File: src/rtl/serial_deframer_if.sv
// Bit-in / byte-out handshake bundle for serial_deframer.
// The slave modport is the deframer's view and the master modport is the source/sink side.
interface serial_deframer_if;
  logic       data_i;
  logic       valid_i;
  logic       ready_o;
  logic [7:0] data_o;
  logic       valid_o;
  logic       ready_i;
  logic       last_o;
  logic       par_err_o;

  modport slave (
    input  data_i, valid_i, ready_i,
    output ready_o, data_o, valid_o, last_o, par_err_o
  );

  modport master (
    output data_i, valid_i, ready_i,
    input  ready_o, data_o, valid_o, last_o, par_err_o
  );
endinterface

File: src/rtl/serial_deframer.sv
// Hunts for a sync word at any bit offset, then extracts parity-protected payload bytes
// into a one-deep output register. It also keeps frame and parity-error counters.
module serial_deframer #(
  parameter logic [7:0]  SYNC_WORD   = 8'hA5,
  parameter int unsigned PAYLOAD_LEN = 4
) (
  input  logic               pclk_i,
  input  logic               rst_i,
  serial_deframer_if.slave   bus,
  output logic               lock_o,
  output logic [15:0]        frame_cnt_o,
  output logic [7:0]         err_cnt_o
);

  typedef enum logic [1:0] {HUNT, DATA, PARITY} state_t;

  localparam logic [7:0] LAST_IDX = 8'(PAYLOAD_LEN - 1);

  state_t     state, state_nxt;
  logic [7:0] win, sh, byte_cnt;
  logic [3:0] hcnt, bit_cnt;
  logic [7:0] data_q;
  logic       valid_q, last_q, perr_q;
  logic       ready, accept, consume, load;
  logic       sync_hit, byte_last, par_bad;
  logic [7:0] win_nxt;

  // Only the parity bit is stalled by a held output byte.
  // Payload bits keep shifting into sh while the byte waits.
  assign ready     = (state != PARITY) || !valid_q || bus.ready_i;
  assign accept    = bus.valid_i && ready;
  assign consume   = valid_q && bus.ready_i;
  assign load      = (state == PARITY) && accept;
  assign win_nxt   = {win[6:0], bus.data_i};
  assign sync_hit  = (state == HUNT) && accept && (hcnt >= 4'd7) && (win_nxt == SYNC_WORD);
  assign byte_last = (byte_cnt == LAST_IDX);
  assign par_bad   = (^sh) ^ bus.data_i;

  assign bus.ready_o   = ready;
  assign bus.data_o    = data_q;
  assign bus.valid_o   = valid_q;
  assign bus.last_o    = last_q;
  assign bus.par_err_o = perr_q;
  assign lock_o        = (state != HUNT);

  always_ff @(posedge pclk_i or negedge rst_i) begin
    // NOTE: sequential state uses non-blocking (<=) so every register samples pre-edge values.
    if (!rst_i) state <= HUNT;
    else        state <= state_nxt;
  end

  always_comb begin
    // NOTE: default first, so no path through this block leaves state_nxt unassigned (no latch).
    state_nxt = state;
    unique case (state)
      HUNT:    if (sync_hit) state_nxt = DATA;
      DATA:    if (accept && bit_cnt == 4'd7) state_nxt = PARITY;
      PARITY:  if (accept) state_nxt = byte_last ? HUNT : DATA;
      default: state_nxt = HUNT;
    endcase
  end

  always_ff @(posedge pclk_i or negedge rst_i) begin
    if (!rst_i) begin
      win         <= '0;
      hcnt        <= '0;
      sh          <= '0;
      bit_cnt     <= '0;
      byte_cnt    <= '0;
      data_q      <= '0;
      valid_q     <= 1'b0;
      last_q      <= 1'b0;
      perr_q      <= 1'b0;
      frame_cnt_o <= '0;
      err_cnt_o   <= '0;
    end else begin
      if (accept) begin
        unique case (state)
          HUNT: begin
            win  <= win_nxt;
            hcnt <= (hcnt == 4'd8) ? 4'd8 : hcnt + 4'd1;
            if (sync_hit) begin
              bit_cnt  <= '0;
              byte_cnt <= '0;
            end
          end
          DATA: begin
            sh      <= {sh[6:0], bus.data_i};
            bit_cnt <= bit_cnt + 4'd1;
          end
          PARITY: begin
            if (byte_last) begin
              hcnt <= '0;
            end else begin
              byte_cnt <= byte_cnt + 8'd1;
              bit_cnt  <= '0;
            end
          end
          default: ;
        endcase
      end

      // A load in the same cycle as a consume replaces the byte without a bubble.
      if (load) begin
        data_q  <= sh;
        perr_q  <= par_bad;
        last_q  <= byte_last;
        valid_q <= 1'b1;
        if (par_bad && err_cnt_o != 8'hFF) err_cnt_o <= err_cnt_o + 8'd1;
        if (byte_last) frame_cnt_o <= frame_cnt_o + 16'd1;
      end else if (consume) begin
        valid_q <= 1'b0;
      end
    end
  end

endmodule
File: src/flat_wrapper.sv
// flat-port wrapper written by rule: the top's interface ports become plain ports
module serial_deframer_flat 
#(
  parameter logic [7:0]  SYNC_WORD   = 8'hA5,
  parameter int unsigned PAYLOAD_LEN = 4
)
  (pclk_i, rst_i, lock_o, frame_cnt_o, err_cnt_o, bus_data_i, bus_valid_i, bus_ready_i, bus_ready_o, bus_data_o, bus_valid_o, bus_last_o, bus_par_err_o);
  serial_deframer_if bus_i ();
  input  logic pclk_i;
  input  logic rst_i;
  output logic lock_o;
  output logic [15:0] frame_cnt_o;
  output logic [7:0] err_cnt_o;
  input wire logic [$bits(bus_i.data_i)-1:0] bus_data_i;
  input wire logic [$bits(bus_i.valid_i)-1:0] bus_valid_i;
  input wire logic [$bits(bus_i.ready_i)-1:0] bus_ready_i;
  output wire logic [$bits(bus_i.ready_o)-1:0] bus_ready_o;
  output wire logic [$bits(bus_i.data_o)-1:0] bus_data_o;
  output wire logic [$bits(bus_i.valid_o)-1:0] bus_valid_o;
  output wire logic [$bits(bus_i.last_o)-1:0] bus_last_o;
  output wire logic [$bits(bus_i.par_err_o)-1:0] bus_par_err_o;
  assign bus_i.data_i = bus_data_i;
  assign bus_i.valid_i = bus_valid_i;
  assign bus_i.ready_i = bus_ready_i;
  assign bus_ready_o = bus_i.ready_o;
  assign bus_data_o = bus_i.data_o;
  assign bus_valid_o = bus_i.valid_o;
  assign bus_last_o = bus_i.last_o;
  assign bus_par_err_o = bus_i.par_err_o;
  serial_deframer #(.SYNC_WORD(SYNC_WORD), .PAYLOAD_LEN(PAYLOAD_LEN)) u_core (.pclk_i(pclk_i), .rst_i(rst_i), .bus(bus_i), .lock_o(lock_o), .frame_cnt_o(frame_cnt_o), .err_cnt_o(err_cnt_o));
endmodule
File: config.mk
export PLATFORM = sky130hd
export DESIGN_NAME = serial_deframer_flat
export DESIGN_NICKNAME = d
export VERILOG_FILES = /design/src/rtl/serial_deframer_if.sv /design/src/rtl/serial_deframer.sv /design/src/flat_wrapper.sv
export SDC_FILE = /design/constraint.sdc
export NUM_CORES = 1
export LEC_CHECK = 0
export ABC_AREA = 1
export BUFFER_PORTS_ARGS = -buffer_cell sky130_fd_sc_hd__buf_2
export CORE_MARGIN = 2
export CORE_UTILIZATION = 52
export CTS_CLUSTER_DIAMETER = 50
export DETAILED_ROUTE_END_ITERATION = 10
export GPL_ROUTABILITY_DRIVEN = 0
export GPL_TIMING_DRIVEN = 0
export PLACE_DENSITY_LB_ADDON = 0.25
export SETUP_SLACK_MARGIN = 0.3
export SLEW_MARGIN = 15
export SYNTH_ARGS = -nofsm -noshare
export SYNTH_HDL_FRONTEND = slang
export SYNTH_SLANG_ARGS = --single-unit
File: constraint.sdc
create_clock -name pclk_i -period 1.55 [get_ports pclk_i]
set_input_delay 0.155 -clock pclk_i [delete_from_list [all_inputs] [get_ports pclk_i]]
set_output_delay 0.155 -clock pclk_i [all_outputs]
set_load 0.02 [all_outputs]
==> flow_metrics.tcl <==
set metrics [dict create \
    slew_headroom 0.787 \
    cap_violations 0 \
    setup_viol 17 \
    grt_start_max_net_pins 55 \
    vias 3241 \
    wire_per_inst_um 15.7 \
    grt.total_usage 0.233 \
    clock_skew_ns 0.0104 \
    p_per_area_nw_per_um2 1370 \
    core_um2 6420 \
    dr.pass1.iters 8 \
    fill_cells 394 \
    synthMuxAreaShare 0.00324 \
    cts_root_buf "clkbuf_8" \
    synth-async-reset-ratio 1.00 \
    syn_area_um2 3480 \
    reg2reg_from "u_core.state[0]" \
    ys_types 32 \
    synth_edf_count 0 \
    antenna_found_initial 0 \
    worst_pin_slew_ns 0.316 \
    grt.overflow.total 0 \
    startpoint "u_core.state[0]" \
    slew_viol_final 0 \
    syn_nets 429 \
    yosysWarnings 0 \
    synth_simple_gate_area_frac 0.301 \
    worstPathMaxFanout 5 \
    via_per_inst 5.38 \
    worstPathRequired_ns 1.78 \
    synth_cells 418 \
    postLayoutSetupSlackWorst_ns -0.0657 \
    start_util 0.542 \
    violations "DRC, setup timing" \
    arrival_ns 1.85 \
    synth_compound_area_frac 0.0676 \
    max_freq_ghz 0.619 \
    clkLatencyLatePin_ns 0.35 \
    synth_top_family_by_area "simple AND/OR/NAND/NOR gates" \
    grt_setup_unrepaired "yes" \
    num_rows 29 \
    status "complete, but fails checks" \
    dp_worst_setup_slack_ns -0.149 \
    synth_fa_ha_area_frac 0.0216 \
    period_share 1.04 \
    die_area_um2 7360 \
    hp-class "in -> reg" \
    drc 5 \
    finalNetCount 531 \
    path_class "reg -> reg" \
    r2r_cells 8 \
    synthToLayoutAreaGrowth_pct 44.9 \
    cts_max_level 3 \
    port_buffers 41 \
    holdPathStages 4 \
    post-route-min-period_ns 1.62 \
    grt_pass1_vias 3003 \
    p_leak_nw 2.49 \
    cts.sink_count 68 \
    wl_um 9440 \
    cts_tree "done" \
    grt_pass1_wl_um 13600 \
    die_h_um 85.8 \
    cts.clk_slew.worst_paths_ns 0.07 \
    seq_area_frac_synth 0.489 \
    drt-initial-drc-count 163 \
    placed_area_um2 3860 \
    synth_flop_cell "dfrtp_1" \
    synth-xor-area-share 0.0579 \
    layout-drive-gt1-share 0.467 \
    clockBufferDepth 2 \
    endpoint_kind "register" \
    hold_viol 0 \
    pin_count 42 \
    hold_start "bus_ready_i" \
    ant_nets 0 \
    ys_seq_elements 68 \
    cts_inserted_buffers 9 \
    ir_drop_mv 0.723 \
    synth.avg_cell_area_um2 8.32 \
    place_hpwl_um 5020 \
    final_area_um2 5040 \
    diodes 0 \
    die_x_um 85.8 \
    cp-start-kind "register" \
]
[area by class of cell]
cell class | count | area [µm²] | share of cell area
well taps | 77 | 96.3 | 0.0191
plain buffers | 5 | 66.3 | 0.0131
repair buffers | 90 | 702 | 0.139
flip-flops and latches | 68 | 1710 | 0.340
inverters | 43 | 191 | 0.0380
clock buffers | 11 | 141 | 0.0280
multi-input cells | 303 | 2060 | 0.408
clock inverters | 5 | 75.1 | 0.0149
[through the flow]
stage / hold slack [ns] / total power, W / instances / utilization / TNS (ns)
2_1_floorplan: -0.141 / 0.00364 / 418 / - / 0
3_3_place_gp: 0.449 / 0.00397 / 536 / 0.596 / -2.15
3_5_place_dp: 0.0357 / 0.00407 / 537 / 0.601 / -2.02
4_1_cts: 0.104 / 0.00607 / 579 / 0.689 / 0
5_1_grt: 0.140 / 0.00727 / 602 / 0.785 / -2.87
6_report: 0.112 / 0.00690 / 602 / 0.785 / -0.664
[worst max-delay path: stages (launching register included)]
cell,delay [ns]
dfrtp_2,0.48
nor2_4,0.22
nand2_4,0.10
nor2_4,0.11
nand3_2,0.11
nand2_4,0.14
nand3_4,0.14
nand2_1,0.12
o21ai_1,0.08
[final timing paths]
| path | end | slack, ns |
|---|---|---|
| max reg2reg | u_core.byte_cnt[1] | -0.07 |
| max | u_core.byte_cnt[1] | -0.07 |
| min | u_core.bus.valid_o | 0.11 |
| min reg2reg | u_core.bus.data_o[0] | 0.48 |
| min in group asynchronous | u_core.bus.data_o[4] | 0.21 |
| max in group asynchronous | u_core.state[1] | 0.78 |
[where the power goes]
part | leakage, nW | total [W] | switching (W) | internal, W
clock network | 0.113 | 0.00163 | 0.000691 | 0.000942
logic | 1.48 | 0.00271 | 0.00161 | 0.00110
registers | 0.889 | 0.00255 | 0.000402 | 0.00215
total | 2.49 | 0.00690 | 0.00271 | 0.00419
[metal layers]
layer,vias to the layer above,part of all wire,track usage
met2,69,0.54,0.386
met4,0,0.024,0.113
li1,1551,-,-
met3,18,0.027,0.0356
met5,-,0,0
met1,1603,0.41,0.301
[synthesized netlist by cell type (5+ instances only)]
master,instances,share of area
nand4_1,8,0.014
inv_1,37,0.040
o21ai_1,9,0.013
dfrtp_1,68,0.49
nand3_1,29,0.042
ha_1,6,0.022
xnor2_1,11,0.028
inv_2,5,0.0054
nand2_1,138,0.15
xor2_1,12,0.030
nor2_1,24,0.026
o21ai_0,30,0.043
[kinds of logic after synthesis]
family / Yosys count
AO/OA/AOI/OAI: 46
XOR/XNOR: 23
adder cells (fa/ha/maj): 6
buffers and inverters: 48
flip-flops: 68
multiplexers: 1
AND/OR/NAND/NOR: 226
[sequential cells by signal, summed over array words and instances, names as in the netlist]
register and cells:
u_core.frame_cnt_o 16, u_core.bus.data_o 8, u_core.byte_cnt 8, u_core.err_cnt_o 8, u_core.sh 8, u_core.win 7, u_core.bit_cnt 4, u_core.hcnt 4
u_core.state 2, u_core.bus.last_o 1, u_core.bus.par_err_o 1, u_core.bus.valid_o 1
[placed cells by master, fill, tap and decap left out, types with 9 or more instances in the layout]
master / instances
o21ai_1: 14
xor2_1: 12
nand3_1: 15
xnor2_1: 9
nor2_1: 16
dfrtp_1: 58
clkbuf_8: 11
inv_1: 25
nand3_2: 11
nand2_1: 99
nand2_4: 11
inv_2: 12
buf_2: 37
o21ai_2: 17
buf_4: 36
nand2_2: 30
dfrtp_2: 10
buf_6: 13
[what timing repair did]
action,in CTS,in global routing
pin swaps,16,41
endpoints found under the hold margin,68,0
buffers inserted,23,21
endpoints found under the setup margin,68,70
hold buffers,1,0
resized for setup,42,124
gates cloned,2,2
Power figures use the tool's default switching activity.
